--- src/rtl/inst_buffer_if.sv ---
// Packet types and the fetch/decode bundle of the instruction buffer.
`ifndef WAY_NUM
`define WAY_NUM 2
`endif

package inst_buffer_pkg;
    typedef struct packed {
        logic        valid;
        logic [31:0] inst;
        logic [31:0] PC;
        logic [31:0] NPC;
    } IF_ID_PACKET;

    typedef struct packed {
        IF_ID_PACKET if_id_packet;
        logic        pred_taken;
        logic [31:0] pred_target;
    } INST_BUFFER_PACKET;
endpackage

interface inst_buffer_if #(
    parameter int WAY   = `WAY_NUM,
    parameter int DEPTH = 8,
    parameter int PTR_W = $clog2(DEPTH),
    parameter int NW    = $clog2(WAY + 1)
);
    import inst_buffer_pkg::*;

    INST_BUFFER_PACKET if_packet_i [WAY];
    logic [NW-1:0]     if_valid_num_i;
    logic [PTR_W:0]    buffer_free_o;
    logic [NW-1:0]     id_ready_num_i;
    INST_BUFFER_PACKET id_packet_o [WAY];
    logic [NW-1:0]     id_valid_num_o;

    modport slave (
        input  if_packet_i,
        input  if_valid_num_i,
        input  id_ready_num_i,
        output buffer_free_o,
        output id_packet_o,
        output id_valid_num_o
    );

    modport master (
        output if_packet_i,
        output if_valid_num_i,
        output id_ready_num_i,
        input  buffer_free_o,
        input  id_packet_o,
        input  id_valid_num_o
    );
endinterface

--- src/rtl/inst_buffer.sv ---
// Circular fetch-to-decode instruction queue, WAY in / WAY out per cycle.
// Optional zero-latency bypass of an empty buffer: INST_BUFFER_BYPASS_EN.
`ifndef WAY_NUM
`define WAY_NUM 2
`endif

module inst_buffer #(
    parameter int WAY   = `WAY_NUM,
    parameter int DEPTH = 8,
    parameter int PTR_W = $clog2(DEPTH)
) (
    input  logic         clock,
    input  logic         reset,
    input  logic         flush_i,
    inst_buffer_if.slave bus
);
    import inst_buffer_pkg::*;

    localparam int NW = $clog2(WAY + 1);

    INST_BUFFER_PACKET entry_q [DEPTH];

    logic [PTR_W:0]   head_q, head_d;
    logic [PTR_W:0]   tail_q, tail_d;
    logic [PTR_W:0]   count_q, count_d;
    logic [NW-1:0]    vnum;
    logic [WAY-1:0]   we;
    logic [PTR_W-1:0] widx [WAY];

    always_comb begin : ctrl
        int cnt, nin, rdy, vo, dq, enq, byp;
        cnt = int'(count_q);
        nin = int'(bus.if_valid_num_i);
        rdy = int'(bus.id_ready_num_i);
`ifdef INST_BUFFER_BYPASS_EN
        vo = (cnt + nin < WAY) ? cnt + nin : WAY;
`else
        vo = (cnt < WAY) ? cnt : WAY;
`endif
        if (flush_i) vo = 0;
        dq  = (vo < rdy) ? vo : rdy;
        enq = (nin < DEPTH - cnt) ? nin : DEPTH - cnt;
        if (flush_i) enq = 0;
        // Slots consumed straight from fetch never touch the array.
        byp = (dq > cnt) ? dq - cnt : 0;

        vnum    = NW'(vo);
        head_d  = head_q + (PTR_W+1)'(dq - byp);
        tail_d  = tail_q + (PTR_W+1)'(enq - byp);
        count_d = count_q + (PTR_W+1)'(enq - byp)
                - (PTR_W+1)'(dq - byp);
        for (int i = 0; i < WAY; i++) begin
            we[i]   = (i >= byp) && (i < enq);
            widx[i] = tail_q[PTR_W-1:0] + PTR_W'(i - byp);
        end
        if (flush_i) begin
            head_d  = '0;
            tail_d  = '0;
            count_d = '0;
        end
    end

    always_comb begin : outp
        bus.id_valid_num_o = vnum;
        bus.buffer_free_o  = (PTR_W+1)'(DEPTH) - count_q;
        for (int i = 0; i < WAY; i++) begin
            bus.id_packet_o[i] =
                entry_q[head_q[PTR_W-1:0] + PTR_W'(i)];
`ifdef INST_BUFFER_BYPASS_EN
            for (int j = 0; j < WAY; j++) begin
                if (i >= int'(count_q) && j == i - int'(count_q))
                    bus.id_packet_o[i] = bus.if_packet_i[j];
            end
`endif
            bus.id_packet_o[i].if_id_packet.valid = (i < int'(vnum));
        end
    end

    always_ff @(posedge clock or posedge reset) begin
        if (reset) begin
            head_q  <= '0;
            tail_q  <= '0;
            count_q <= '0;
        end else begin
            head_q  <= head_d;
            tail_q  <= tail_d;
            count_q <= count_d;
        end
    end

    always_ff @(posedge clock) begin
        for (int i = 0; i < WAY; i++) begin
            if (we[i]) entry_q[widx[i]] <= bus.if_packet_i[i];
        end
    end

endmodule

--- src/flat_wrapper.sv ---
// flat-port wrapper written by rule: the top's interface ports become plain ports
module inst_buffer_flat import inst_buffer_pkg::*;
#(
    parameter int WAY   = `WAY_NUM,
    parameter int DEPTH = 8,
    parameter int PTR_W = $clog2(DEPTH)
)
  (clock, reset, flush_i, bus_if_packet_i, bus_if_valid_num_i, bus_id_ready_num_i, bus_buffer_free_o, bus_id_packet_o, bus_id_valid_num_o);
  inst_buffer_if #(.WAY(WAY), .DEPTH(DEPTH), .PTR_W(PTR_W)) bus_i ();
  input  logic clock;
  input  logic reset;
  input  logic flush_i;
  input wire logic [$bits(bus_i.if_packet_i)-1:0] bus_if_packet_i;
  input wire logic [$bits(bus_i.if_valid_num_i)-1:0] bus_if_valid_num_i;
  input wire logic [$bits(bus_i.id_ready_num_i)-1:0] bus_id_ready_num_i;
  output wire logic [$bits(bus_i.buffer_free_o)-1:0] bus_buffer_free_o;
  output wire logic [$bits(bus_i.id_packet_o)-1:0] bus_id_packet_o;
  output wire logic [$bits(bus_i.id_valid_num_o)-1:0] bus_id_valid_num_o;
  assign bus_i.if_packet_i = {>>{bus_if_packet_i}};
  assign bus_i.if_valid_num_i = bus_if_valid_num_i;
  assign bus_i.id_ready_num_i = bus_id_ready_num_i;
  assign bus_buffer_free_o = bus_i.buffer_free_o;
  assign bus_id_packet_o = {>>{bus_i.id_packet_o}};
  assign bus_id_valid_num_o = bus_i.id_valid_num_o;
  inst_buffer #(.WAY(WAY), .DEPTH(DEPTH), .PTR_W(PTR_W)) u_core (.clock(clock), .reset(reset), .flush_i(flush_i), .bus(bus_i));
endmodule
--- config.mk ---
export PLATFORM = sky130hd
export DESIGN_NAME = inst_buffer_flat
export DESIGN_NICKNAME = d
export VERILOG_FILES = /design/src/rtl/inst_buffer_if.sv /design/src/rtl/inst_buffer.sv /design/src/flat_wrapper.sv
export SDC_FILE = /design/constraint.sdc
export NUM_CORES = 2
export LEC_CHECK = 0
export CAP_MARGIN = 20
export CORE_MARGIN = 2
export CORE_UTILIZATION = 59
export DETAILED_ROUTE_END_ITERATION = 7
export HOLD_SLACK_MARGIN = 0.08
export PLACE_DENSITY_LB_ADDON = 0.2
export SYNTH_ARGS = -nofsm -noshare
export SYNTH_HDL_FRONTEND = slang
export SYNTH_SLANG_ARGS = --single-unit
--- constraint.sdc ---
create_clock -name clock -period 20.3 [get_ports clock]
set_input_delay 3.045 -clock clock [delete_from_list [all_inputs] [get_ports clock]]
set_output_delay 3.045 -clock clock [all_outputs]
set_load 0.01 [all_outputs]
==> results.py <==
metrics = {
    "clocking": {
        "cts_root_buffer": "clkbuf_16",
        "post_cts_buffers": 0,
        "cts_sinks": 1042,
        "cts_buffers": 113,
        "htree_levels": 3,
        "clockBufferDepth": 3,
        "cts_resized": 0,
        "tritoncts": "done",
        "ctsHoldBuffers": 0,
        "clk_latency_ps": 700,
        "clk_pin_slew_ps": 60,
    },
    "pwr": {
        "p_clk_frac": 0.167,
        "p_leak_nw": 22.22,
        "vdd_drop_max_mv": 0.2417,
        "combPwrFrac": 0.527,
        "pwr_density_cell_mw_per_mm2": 173.0,
        "p_sw_frac": 0.3604,
        "intPower_w": 0.007763,
        "seq_power_share": 0.306,
        "p_sw_w": 0.004374,
    },
    "cells_and_area": {
        "drive_gt1_frac": 0.5255,
        "register_area_mm2": 0.03125,
        "fin_area_mm2": 0.07013,
        "n_fill_cell": 6420,
        "fin_nets": 4026,
        "layout_common_cells": "mux2_2, edfxtp_1, clkdlybuf4s50_1, mux4_2, clkbuf_16",
        "multi_input_area_mm2": 0.02755,
        "syn_to_final_growth_pct": 16.49,
        "final_common_cell": "mux2_2",
        "final_util": 0.6913,
    },
    "routing": {
        "avgRoutedWirePerCell_um": 32.57,
        "drtAntennaViolNets": 0,
        "first_pass_iters": 7,
        "num_vias": 35821,
        "route.detailed.drc": 0,
        "vias_per_cell": 6.866,
        "first_iter_violations": 3724,
        "routed_wl_mm": 169.9,
    },
    "worst_setup_path": {
        "path_class": "in -> reg",
        "endpoint_kind": "register",
        "cp.required_ps": 20620,
        "worstPathMaxFanout": 52,
        "reg2reg_to": "u_core.entry_q[2][80]",
        "critPathArrivalTime_ps": 10790,
        "startpoint": "flush_i",
        "r2r_cells": 17,
        "timing.rr.start": "u_core.count_q[2]",
        "cp-endpoint": "u_core.entry_q[2][80]",
        "startpoint_type": "primary input",
        "r2r_slack_ps": 12180,
    },
    "grt": {
        "gr-total-overflow": 0,
        "antenna_found_initial": 45,
        "grt_first_pass_wirelength_mm": 248.2,
        "grt_usage": 0.3248,
        "grt_pass1_vias": 38329,
        "grt_max_degree": 129,
    },
    "synthesis": {
        "synth_ff_type": "edfxtp_1",
        "synthCells": 3286,
        "synth_edf_count": 1032,
        "synth_seq_cells": 1042,
        "seq_area_frac_synth": 0.5189,
        "synthArstFlopShare": 0.009597,
        "synth.net_count": 3585,
        "netlist_area_mm2": 0.06021,
        "avgSynthCellArea_um2": 18.32,
        "yosys_warnings": 0,
        "ys_types": 45,
    },
    "min_path": {
        "worstHoldPathType": "reg -> reg",
    },
    "place": {
        "place_area_mm2": 0.06645,
        "dpl.hpwl_mm": 95.62,
        "portBuffers": 530,
        "dp_slack_ps": 9186,
        "gp_congestion": 0.8850,
    },
    "sta": {
        "setup_viol": 0,
        "period_share": 0.5157,
        "setup_tns_ps": 0,
        "hold_viol_final": 0,
        "post-route-min-period_ps": 10470,
        "drv_slew": 0,
        "finalWorstSetupSlack_ps": 9831,
        "fmax_mhz": 95.52,
        "slew-limit-headroom": 0.2419,
        "rsz0062_at_grt": "false",
        "tightestPinTransition_ps": 1137,
        "fin_worst_skew_ps": 15.61,
    },
    "floorplanning": {
        "dieArea_mm2": 0.1046,
        "rows": 117,
        "initial_core_util": 0.5935,
        "io_pins": 533,
        "die_h_um": 323.5,
        "die_w_um": 323.5,
        "core_mm2": 0.1014,
    },
    "status": {
        "status": "complete, no violations",
    },
    "job": {
        "drv_cap": 0,
    },
}
-- flip-flops by register name, summed over array words and instances, names as in the netlist --
| signal | cells |
|---|---|
| u_core.count_q | 4 |
| u_core.head_q | 3 |
| u_core.tail_q | 3 |
| u_core.entry_q | 1032 |
-- how the worst min path moves through the flow --
stage                                start               end  slack, ps  cells past startpoint
after detailed placement  u_core.tail_q[0]  u_core.tail_q[0]        670                      2
after floorplan           u_core.head_q[0]  u_core.head_q[0]        610                      2
after global routing      u_core.tail_q[0]  u_core.tail_q[0]        720                      2
final                     u_core.tail_q[0]  u_core.tail_q[0]        680                      2
after global placement    u_core.tail_q[0]  u_core.tail_q[0]        650                      2
after CTS                 u_core.tail_q[0]  u_core.tail_q[0]        680                      2
-- logic make-up after synthesis --
| kind of cell | Yosys count | synth area share |
|---|---|---|
| AO/OA/AOI/OAI | 33 | 0.004156 |
| XOR/XNOR | 19 | 0.003470 |
| adder cells (fa/ha/maj) | 32 | 0.007897 |
| buffers and inverters | 298 | 0.02575 |
| flip-flops | 1042 | 0.5189 |
| multiplexers | 1810 | 0.4350 |
| other | 2 | 0.0001247 |
| AND/OR/NAND/NOR | 50 | 0.004780 |
-- critical path, cell delays in order --
cell and delay [ps]:
clkdlybuf4s50_1 860, nor2_1 200, ha_1 360, a21oi_1 170, mux2i_1 520, inv_1 130
ha_1 330, nor2b_1 200, o21ai_0 140, fa_1 510, nand2_1 60, a2111o_1 440
a221oi_2 380, and3_4 890, a41o_4 750, buf_4 910, buf_4 780
-- synth_stat cells (11+ instances only) --
master    instances  area, µm²
xnor2_1          11      96.34
buf_1            69      259.0
clkbuf_1         91      341.6
buf_6            41      461.7
mux2_1           36      405.4
mux4_2          516      11620
ha_1             22      275.3
buf_2            51      255.2
mux2_2         1255      14130
nor2_1           11      41.29
inv_1            30      112.6
buf_4            16      120.1
edfxtp_1       1032      30990
-- cell type report --
type                       count  area share
tap                         1368     0.02441
timing repair buffer         594     0.08338
clock inverter                63    0.008242
clock buffer                 148     0.04310
sequential                  1042      0.4456
inverter                      30    0.001606
multi-input combinational   1946      0.3927
antenna                       26   0.0009277
-- power groups by stage --
stage               logic [W]  clock network [W]  registers [W]
finish                0.00640            0.00203        0.00371
global route          0.00671            0.00213        0.00377
detailed placement    0.00637                  0        0.00374
global placement      0.00629                  0        0.00364
floorplan             0.00389                  0        0.00384
CTS                   0.00642            0.00205        0.00370
-- through the flow --
step                cells  hold slack [ps]  power, W
finish               5217            677.7   0.01214
global route         5215            715.5   0.01262
CTS                  5190            683.4   0.01216
detailed placement   4979            665.9   0.01011
global placement     4979            651.3  0.009932
floorplan            3286            611.9  0.007727
-- layer usage --
metal / vias to the layer above / wire [µm] / global-route usage
met3: 393 / 15190 / 0.07876
met5: - / 260 / 0
met1: 18921 / 61840 / 0.3994
li1: 14727 / - / -
met4: 40 / 6761 / 0.1519
met2: 1740 / 85890 / 0.5442
Power figures use the tool's default switching activity.
